===== src/rtl/lmem_sched_pkg.sv =====
// Shared constants and FSM encoding for the L-memory layer sequencer.
package lmem_sched_pkg;

    localparam int DFLT_ADDRESSWIDTH = 5;
    localparam int DFLT_NADDR        = 20;
    localparam int DFLT_PIPE_LAT     = 4;
    localparam int DFLT_ITRWIDTH     = 5;
    localparam int DFLT_LAYER_PERIOD = DFLT_NADDR + DFLT_PIPE_LAT;

    typedef enum logic [1:0] {
        IDLE,
        READ,
        WAIT,
        FIN
    } state_e;

endpackage


===== src/rtl/lmem_sched_delay.sv =====
// Fixed-depth 1-bit shift register; turns the read-enable stream into the matching write-enable stream.
module lmem_sched_delay #(
    parameter int PIPE_LAT = 4
) (
    input  logic clk,
    input  logic rst,
    input  logic d_i,
    output logic q_o
);

    logic [PIPE_LAT-1:0] sr_q;

    always_ff @(posedge clk) begin
        if (rst) begin
            sr_q <= '0;
        end else begin
            sr_q[0] <= d_i;
            for (int i = 1; i < PIPE_LAT; i++) begin
                sr_q[i] <= sr_q[i-1];
            end
        end
    end

    assign q_o = sr_q[PIPE_LAT-1];

endmodule


===== src/rtl/lmem_layer_sched.sv =====
// L-memory layer sequencer: per-layer read sweep, delayed write enables, layer/iteration tracking.
// Optional syndrome-based early termination is enabled with LMEM_SCHED_EARLY_TERM_EN.
module lmem_layer_sched
    import lmem_sched_pkg::*;
#(
    parameter int ADDRESSWIDTH = DFLT_ADDRESSWIDTH,
    parameter int NADDR        = DFLT_NADDR,
    parameter int PIPE_LAT     = DFLT_PIPE_LAT,
    parameter int ITRWIDTH     = DFLT_ITRWIDTH
) (
    input  logic                    clk,
    input  logic                    rst,
    input  logic                    start_i,
    input  logic [ITRWIDTH-1:0]     max_itr_i,
`ifdef LMEM_SCHED_EARLY_TERM_EN
    input  logic                    syndrome_ok_i,
    output logic                    early_term_o,
`endif
    output logic                    rd_en_o,
    output logic [ADDRESSWIDTH-1:0] rd_address_o,
    output logic                    wr_en_o,
    output logic                    layer_o,
    output logic                    firstiter_o,
    output logic [ITRWIDTH-1:0]     itr_o,
    output logic                    busy_o,
    output logic                    done_o
);

    state_e                  state_q, state_d;
    logic [ADDRESSWIDTH-1:0] addr_q, addr_d;
    logic [ADDRESSWIDTH-1:0] wcnt_q, wcnt_d;
    logic                    layer_q, layer_d;
    logic                    first_q, first_d;
    logic [ITRWIDTH-1:0]     itr_q, itr_d;
    logic [ITRWIDTH-1:0]     max_q, max_d;
    logic [ITRWIDTH:0]       itr_inc;
    logic                    rd_en, wr_en, last_wr;
`ifdef LMEM_SCHED_EARLY_TERM_EN
    logic                    eterm_q, eterm_d;
`endif

    assign rd_en   = (state_q == READ);
    assign last_wr = wr_en && (wcnt_q == ADDRESSWIDTH'(NADDR - 1));
    // one extra bit so itr+1 cannot wrap before the compare
    assign itr_inc = {1'b0, itr_q} + (ITRWIDTH + 1)'(1);

    lmem_sched_delay #(.PIPE_LAT(PIPE_LAT)) u_delay (
        .clk (clk),
        .rst (rst),
        .d_i (rd_en),
        .q_o (wr_en)
    );

    always_comb begin
        state_d = state_q;
        addr_d  = addr_q;
        wcnt_d  = wcnt_q;
        layer_d = layer_q;
        first_d = first_q;
        itr_d   = itr_q;
        max_d   = max_q;
`ifdef LMEM_SCHED_EARLY_TERM_EN
        eterm_d = 1'b0;
`endif
        if (wr_en) begin
            wcnt_d = last_wr ? '0 : wcnt_q + ADDRESSWIDTH'(1);
        end
        case (state_q)
            IDLE: begin
                if (start_i) begin
                    layer_d = 1'b0;
                    itr_d   = '0;
                    addr_d  = '0;
                    if (max_itr_i == '0) begin
                        state_d = FIN;
                        first_d = 1'b0;
                    end else begin
                        state_d = READ;
                        max_d   = max_itr_i;
                        first_d = 1'b1;
                    end
                end
            end
            READ: begin
                if (addr_q == ADDRESSWIDTH'(NADDR - 1)) begin
                    addr_d  = '0;
                    state_d = WAIT;
                end else begin
                    addr_d = addr_q + ADDRESSWIDTH'(1);
                end
            end
            WAIT: begin
                // the next layer depends on this layer's writes, so hold until the last one
                if (last_wr) begin
                    if (!layer_q) begin
                        layer_d = 1'b1;
                        state_d = READ;
`ifdef LMEM_SCHED_EARLY_TERM_EN
                    end else if (syndrome_ok_i) begin
                        state_d = FIN;
                        eterm_d = 1'b1;
`endif
                    end else if (itr_inc < {1'b0, max_q}) begin
                        layer_d = 1'b0;
                        itr_d   = itr_inc[ITRWIDTH-1:0];
                        first_d = 1'b0;
                        state_d = READ;
                    end else begin
                        state_d = FIN;
                    end
                end
            end
            FIN: begin
                state_d = IDLE;
                layer_d = 1'b0;
                first_d = 1'b0;
            end
            default: state_d = IDLE;
        endcase
    end

    always_ff @(posedge clk) begin
        if (rst) begin
            state_q <= IDLE;
            addr_q  <= '0;
            wcnt_q  <= '0;
            layer_q <= 1'b0;
            first_q <= 1'b0;
            itr_q   <= '0;
            max_q   <= '0;
`ifdef LMEM_SCHED_EARLY_TERM_EN
            eterm_q <= 1'b0;
`endif
        end else begin
            state_q <= state_d;
            addr_q  <= addr_d;
            wcnt_q  <= wcnt_d;
            layer_q <= layer_d;
            first_q <= first_d;
            itr_q   <= itr_d;
            max_q   <= max_d;
`ifdef LMEM_SCHED_EARLY_TERM_EN
            eterm_q <= eterm_d;
`endif
        end
    end

    assign rd_en_o      = rd_en;
    assign rd_address_o = addr_q;
    assign wr_en_o      = wr_en;
    assign layer_o      = layer_q;
    assign firstiter_o  = first_q;
    assign itr_o        = itr_q;
    assign busy_o       = (state_q == READ) || (state_q == WAIT);
    assign done_o       = (state_q == FIN);
`ifdef LMEM_SCHED_EARLY_TERM_EN
    assign early_term_o = eterm_q;
`endif

endmodule


===== config.mk =====
export PLATFORM = sky130hd
export DESIGN_NAME = lmem_layer_sched
export DESIGN_NICKNAME = d
export VERILOG_FILES = /design/src/rtl/lmem_sched_pkg.sv /design/src/rtl/lmem_sched_delay.sv /design/src/rtl/lmem_layer_sched.sv
export SDC_FILE = /design/constraint.sdc
export NUM_CORES = 1
export LEC_CHECK = 0
export BUFFER_PORTS_ARGS = -buffer_cell sky130_fd_sc_hd__buf_2
export CAP_MARGIN = 20
export CORE_UTILIZATION = 38
export DETAILED_ROUTE_END_ITERATION = 8
export SLEW_MARGIN = 20
export SYNTH_ARGS = -nofsm -noshare
export SYNTH_HDL_FRONTEND = slang
export SYNTH_SLANG_ARGS = --single-unit

===== constraint.sdc =====
create_clock -name clk -period 6.8 [get_ports clk]
set_clock_uncertainty 0.1 [all_clocks]
set_input_delay 0.34 -clock clk [delete_from_list [all_inputs] [get_ports clk]]
set_output_delay 0.34 -clock clk [all_outputs]
set_load 0.01 [all_outputs]

# == Yosys cells after proc, flatten, opt, wreduce, memory -nomap -nowiden ==
# Cells that the tools add are included.
# classes
add_sub_neg,3
order_cmp,1
eq_ne,10
n_mux,26
bitwise,1
n_reduce_logical,13
# ops
operator,n
$mux 5,6
$pmux 5 s2,2
$mux 2,6
$add 5x1->5 const B,2
$eq 5x5->1 const B,2
$ne 2x2->1 const B,5
$reduce_and 5->1,2
$mux 1,9
$reduce_and 3->1,3
$pmux 2 s4,1
$add 5x1->6 const B,1
$lt 6x5->1,1
$pmux 1 s3,2
$logic_not 5->1,1
$eq 2x2->1 const B,2
$reduce_bool 2->1,2
$reduce_bool 3->1,1
$eq 2x1->1 const B,1
$logic_not 2->1,1
$reduce_and 2->1,1
$logic_and 1x1->1,1
$logic_or 1x1->1,1
$not 1->1,1
# word_totals
regBits,28
in_bits,8
out_inout_bits,16
word_cells,62

# == Logic depth before layout (Yosys ltp) ==
# logic_depth
word_depth,6
depth_mapped,8
ltp_nobuf,8

# == Cells and area by module ==
# A second synthesis with hierarchy kept.
# hier_totals
hier_cells,160
hier_area_um2,1482.7
# modules_own_cells
mod,instances,cells_per_inst,area_per_inst_um2,seq_area_each_um2
lmem_layer_sched,1,152,1377.6,480.5
lmem_sched_delay,1,8,105.1,80.1

# == Worst setup path before layout ==
# No wires, ideal clock.
# synth_path
path_type,register -> register
start,"register itr_q[0], in the netlist itr_o[0]"
end,"register itr_q[2], in the netlist itr_o[2]"
setup_ns,0.074
arrival_time_ns,2.347
required_time_ns,6.626
setup_slack_ns,4.278
stages_incl_launch_ff,9
path_buffers,0
period_less_slack_ns,2.522
cell_sequence,dfxtp_1 > ha_1 > xor2_1 > ha_1 > o21a_1 > o21ai_0 > o211ai_4 > or4_1 > a31oi_1
# synth_between
elab_chain_len,5
elab_cells_between_ends,8
cone_classes,add/sub (1); order compare (1); eq/ne (1); mux (4); reduce/logical (1)
# synth_lines
element,line_no,text
"start, declared",lmem_layer_sched.sv:34,"logic [ITRWIDTH-1:0] itr_q, itr_d;"
"start signal, assigned",lmem_layer_sched.sv:140,itr_q <= itr_d;
$add 5x1->6 (*),lmem_layer_sched.sv:45,"assign itr_inc = {1'b0, itr_q} + (ITRWIDTH + 1)'(1);"
"parallel branches: the longest is 4 deep, another holds $lt 6x5->1",-,
# Mark *: on every way between the ends. The select of a mux whose other input is x is not followed.
# A chain may end at the register's enable or synchronous reset.

# == Worst setup path in the final report ==
# Ends and elaborated chain as after synthesis.

==> results by group <==
Synthesis
  – Syn Inst Count: between 150 and 200
  – Syn_nets: 194
  – Mean Syn Cell Area: 8.72 sq um
  – YS warnings: 0
  – Sequential fraction of the synthesis area: 0.367
  – Cell variety after synth: 40
  – Register bit total from synthesis: 28
  – Top-area cell type share of the netlist area: 0.367
  – Dominant cells by area after synthesis: dfxtp_1, ha_1, mux2i_1
  – Mapped Area: ~0.0015 sq mm
  – Post-synth top area cell: dfxtp_1

Global route
  – Via count of the first global-routing pass: roughly 1200
  – Initial antenna violation count: 0
  – GRT Total Usage: 0.159
  – Largest net degree at the start of global routing: 31
  – First-pass GRT wire length: 5300 um
  – Global route total overflow: 0

Layout
  – Multi-input gate area: 896 sq um
  – Register Area: around 560 sq um
  – Layout net count: 215
  – # diodes: 0
  – Fillers: 387
  – Share of cells above drive strength 1: 0.174
  – P&R area growth vs syn: 14.3%

Detailed routing
  – Post-route ant nets: 0
  – Routed vias/inst: ~5.3
  – Met2 WL post-DR: 1440 um
  – DRT iter0 DRCs: 37
  – DR vias: about 1300
  – Pre-antenna DRT Iters: 5
  – Max Used Layer: met4
  – WL per Instance: 12.8 um
  – DRC viols: 0
  – Met3 WL: about 110 um
  – WL final: slightly above 3000 um
  – Metal-1 WL: 1510 um

Critical path
  – Arrival time worst endpoint: ~2.7 ns
  – Worst r2r src: itr_o[0]
  – Worst-path fanout max: 8
  – Crit path launch: itr_o[0]
  – Worst Setup End Kind: register
  – Critical path class: reg2reg
  – WP data required: just under 7 ns
  – Worst setup SP type: register

Clocking
  – Max Root-Sink Buffers: 2
  – Gates resized, CTS repair: 0
  – CTS HTree Levels: 1
  – CTS buffer count: 3
  – # hold bufs at CTS: 0
  – CTS tree: yes
  – Root buffer cell: clkbuf_8
  – Post-CTS Setup Bufs: 0
  – Reg clk slew, reported paths: 0.09 ns
  – Worst skew pair latency: about 0.27 ns
  – Clock sinks: 28

Die
  – Io pins: 24
  – Starting Density: 0.408
  – Core area: around 0.0037 sq mm
  – Die Ht: between 60 and 70 um
  – Row cnt: 22
  – Die ar.: between 0.004 and 0.005 sq mm
  – Die width: 65.4 um

Power and ir drop
  – Pwr/cell area: 291 mW/mm^2
  – VDD IR max: 0.257 mV
  – Total power draw: between 0.5 and 0.6 mW
  – P_leak: approximately 0.7 nW

Timing
  – Final Critical Period: 2.62 ns
  – Normalized max-slew margin: 0.571
  – Max Transition Viols Final: 0
  – Final hold viol count: 0
  – RSZ-0062 raised after global routing: no
  – Setup violators final: 0
  – Worst-Margin Slew: ~0.64 ns
  – Period Utilization, post-route: 0.385
  – FMAX: roughly 0.38 GHz
  – Setup TNS: 0 ns

Place
  – IO buf count: 23
  – GPL Wtd Cong: between 0.7 and 0.8
  – HPWL Detailed: between 2000 and 2500 um

Min path
  – Worst min path class: in2reg
  – Hold Crit Start: max_itr_i[1]

Status
  – Status: complete, no violations

Run
  – Max-Cap Viols: 0
worst max-delay path, stage by stage, from the launching register on:
cell,delay (ns)
dfxtp_1,0.45
ha_1,0.24
xor2_1,0.17
ha_1,0.24
o21a_1,0.17
o21ai_0,0.33
o211ai_4,0.17
or4_1,0.52
a31oi_1,0.16
cells by family (layout without fill, tap and decap cells):
family | Yosys count | in the layout | synth area share
adder cells (fa/ha/maj) | 11 | 11 | 0.0902
AO/OA/AOI/OAI | 35 | 35 | 0.176
XOR/XNOR | 5 | 5 | 0.0287
flip-flops | 28 | 28 | 0.367
multiplexers | 8 | 8 | 0.0525
AND/OR/NAND/NOR | 70 | 70 | 0.239
buffers and inverters | 18 | 38 | 0.0459
per-layer routing:
layer,GRT usage,up-vias
met5,0,-
met4,0.0571,0
met3,0.0243,5
met2,0.269,26
li1,-,661
met1,0.202,591
flip-flops by register name, summed over array words and instances, names as in the netlist:
register      cells
firstiter_o       1
itr_o             5
layer_o           1
max_q             5
rd_address_o      5
state_q           2
u_delay.sr_q      4
wcnt_q            5
per-stage QoR:
step	cell area (sq um)	hold slack (ns)	utilization	setup slack, ns	instances
2_1_floorplan	1530	0.314	-	4.28	175
6_report	1740	0.213	0.466	4.18	243
4_1_cts	1740	0.214	0.466	4.17	243
5_1_grt	1740	0.213	0.466	4.03	243
3_3_place_gp	1670	0.319	0.447	4.25	239
3_5_place_dp	1670	0.326	0.447	4.20	239
worst paths after layout:
path | to | slack, ns | cells past startpoint
worst min register to register | u_delay.sr_q[1] | 0.35 | 1
worst min-delay path | max_q[1] | 0.21 | 3
worst max register to register | itr_o[2] | 4.18 | 8
worst max-delay path | itr_o[2] | 4.18 | 8
where the power goes:
group	internal, mW	switching (mW)	leakage (nW)
clock	0.0788	0.0520	0.0357
combinational	0.0713	0.110	0.441
sequential	0.183	0.0138	0.227
total	0.333	0.175	0.704
Yosys cell counts (all sizes together):
| library cell | number |
|---|---|
| mux2i | 8 |
| nand3 | 10 |
| a2111oi | 1 |
| nand2 | 12 |
| xor2 | 3 |
| nand3b | 3 |
| nor3 | 6 |
| nand4bb | 1 |
| dfxtp | 28 |
| nor2b | 8 |
| nand4b | 1 |
| a211oi | 3 |
| buf | 2 |
| o2bb2ai | 1 |
| o31ai | 2 |
| o21a | 1 |
| xnor2 | 2 |
| a21oi | 8 |
| nor2 | 17 |
| nand4 | 1 |
| o21ai | 9 |
| ha | 11 |
| o41a | 1 |
| a32oi | 1 |
| or4 | 1 |
| a31oi | 2 |
| clkbuf | 5 |
| and3 | 4 |
| or2b | 1 |
| inv | 11 |
| o311ai | 1 |
| a221oi | 1 |
| nand2b | 4 |
| a2bb2o | 1 |
| or3 | 1 |
| o211ai | 3 |
layout make-up:
type,count,share of cell area
timing repair buffer,23,0.0660
multi-input combinational,129,0.514
tap,48,0.0344
inverter,11,0.0237
sequential,28,0.321
clock buffer,3,0.0237
clock inverter,1,0.0172
placed cells by master, fill, tap and decap left out, types with 3 or more instances in the layout:
cell type / synthesis / routed
a211oi_1: 3 / 3
a21oi_1: 8 / 8
and3_1: 3 / 3
buf_2: 2 / 23
clkbuf_8: 0 / 3
dfxtp_1: 28 / 28
ha_1: 11 / 11
inv_1: 11 / 11
mux2i_1: 8 / 8
nand2_1: 11 / 11
nand2b_1: 4 / 4
nand3_1: 10 / 10
nand3b_1: 3 / 3
nor2_1: 17 / 17
nor2b_1: 8 / 8
nor3_1: 6 / 6
o21ai_0: 9 / 9
xor2_1: 3 / 3
(Power assumes the default switching activity.)
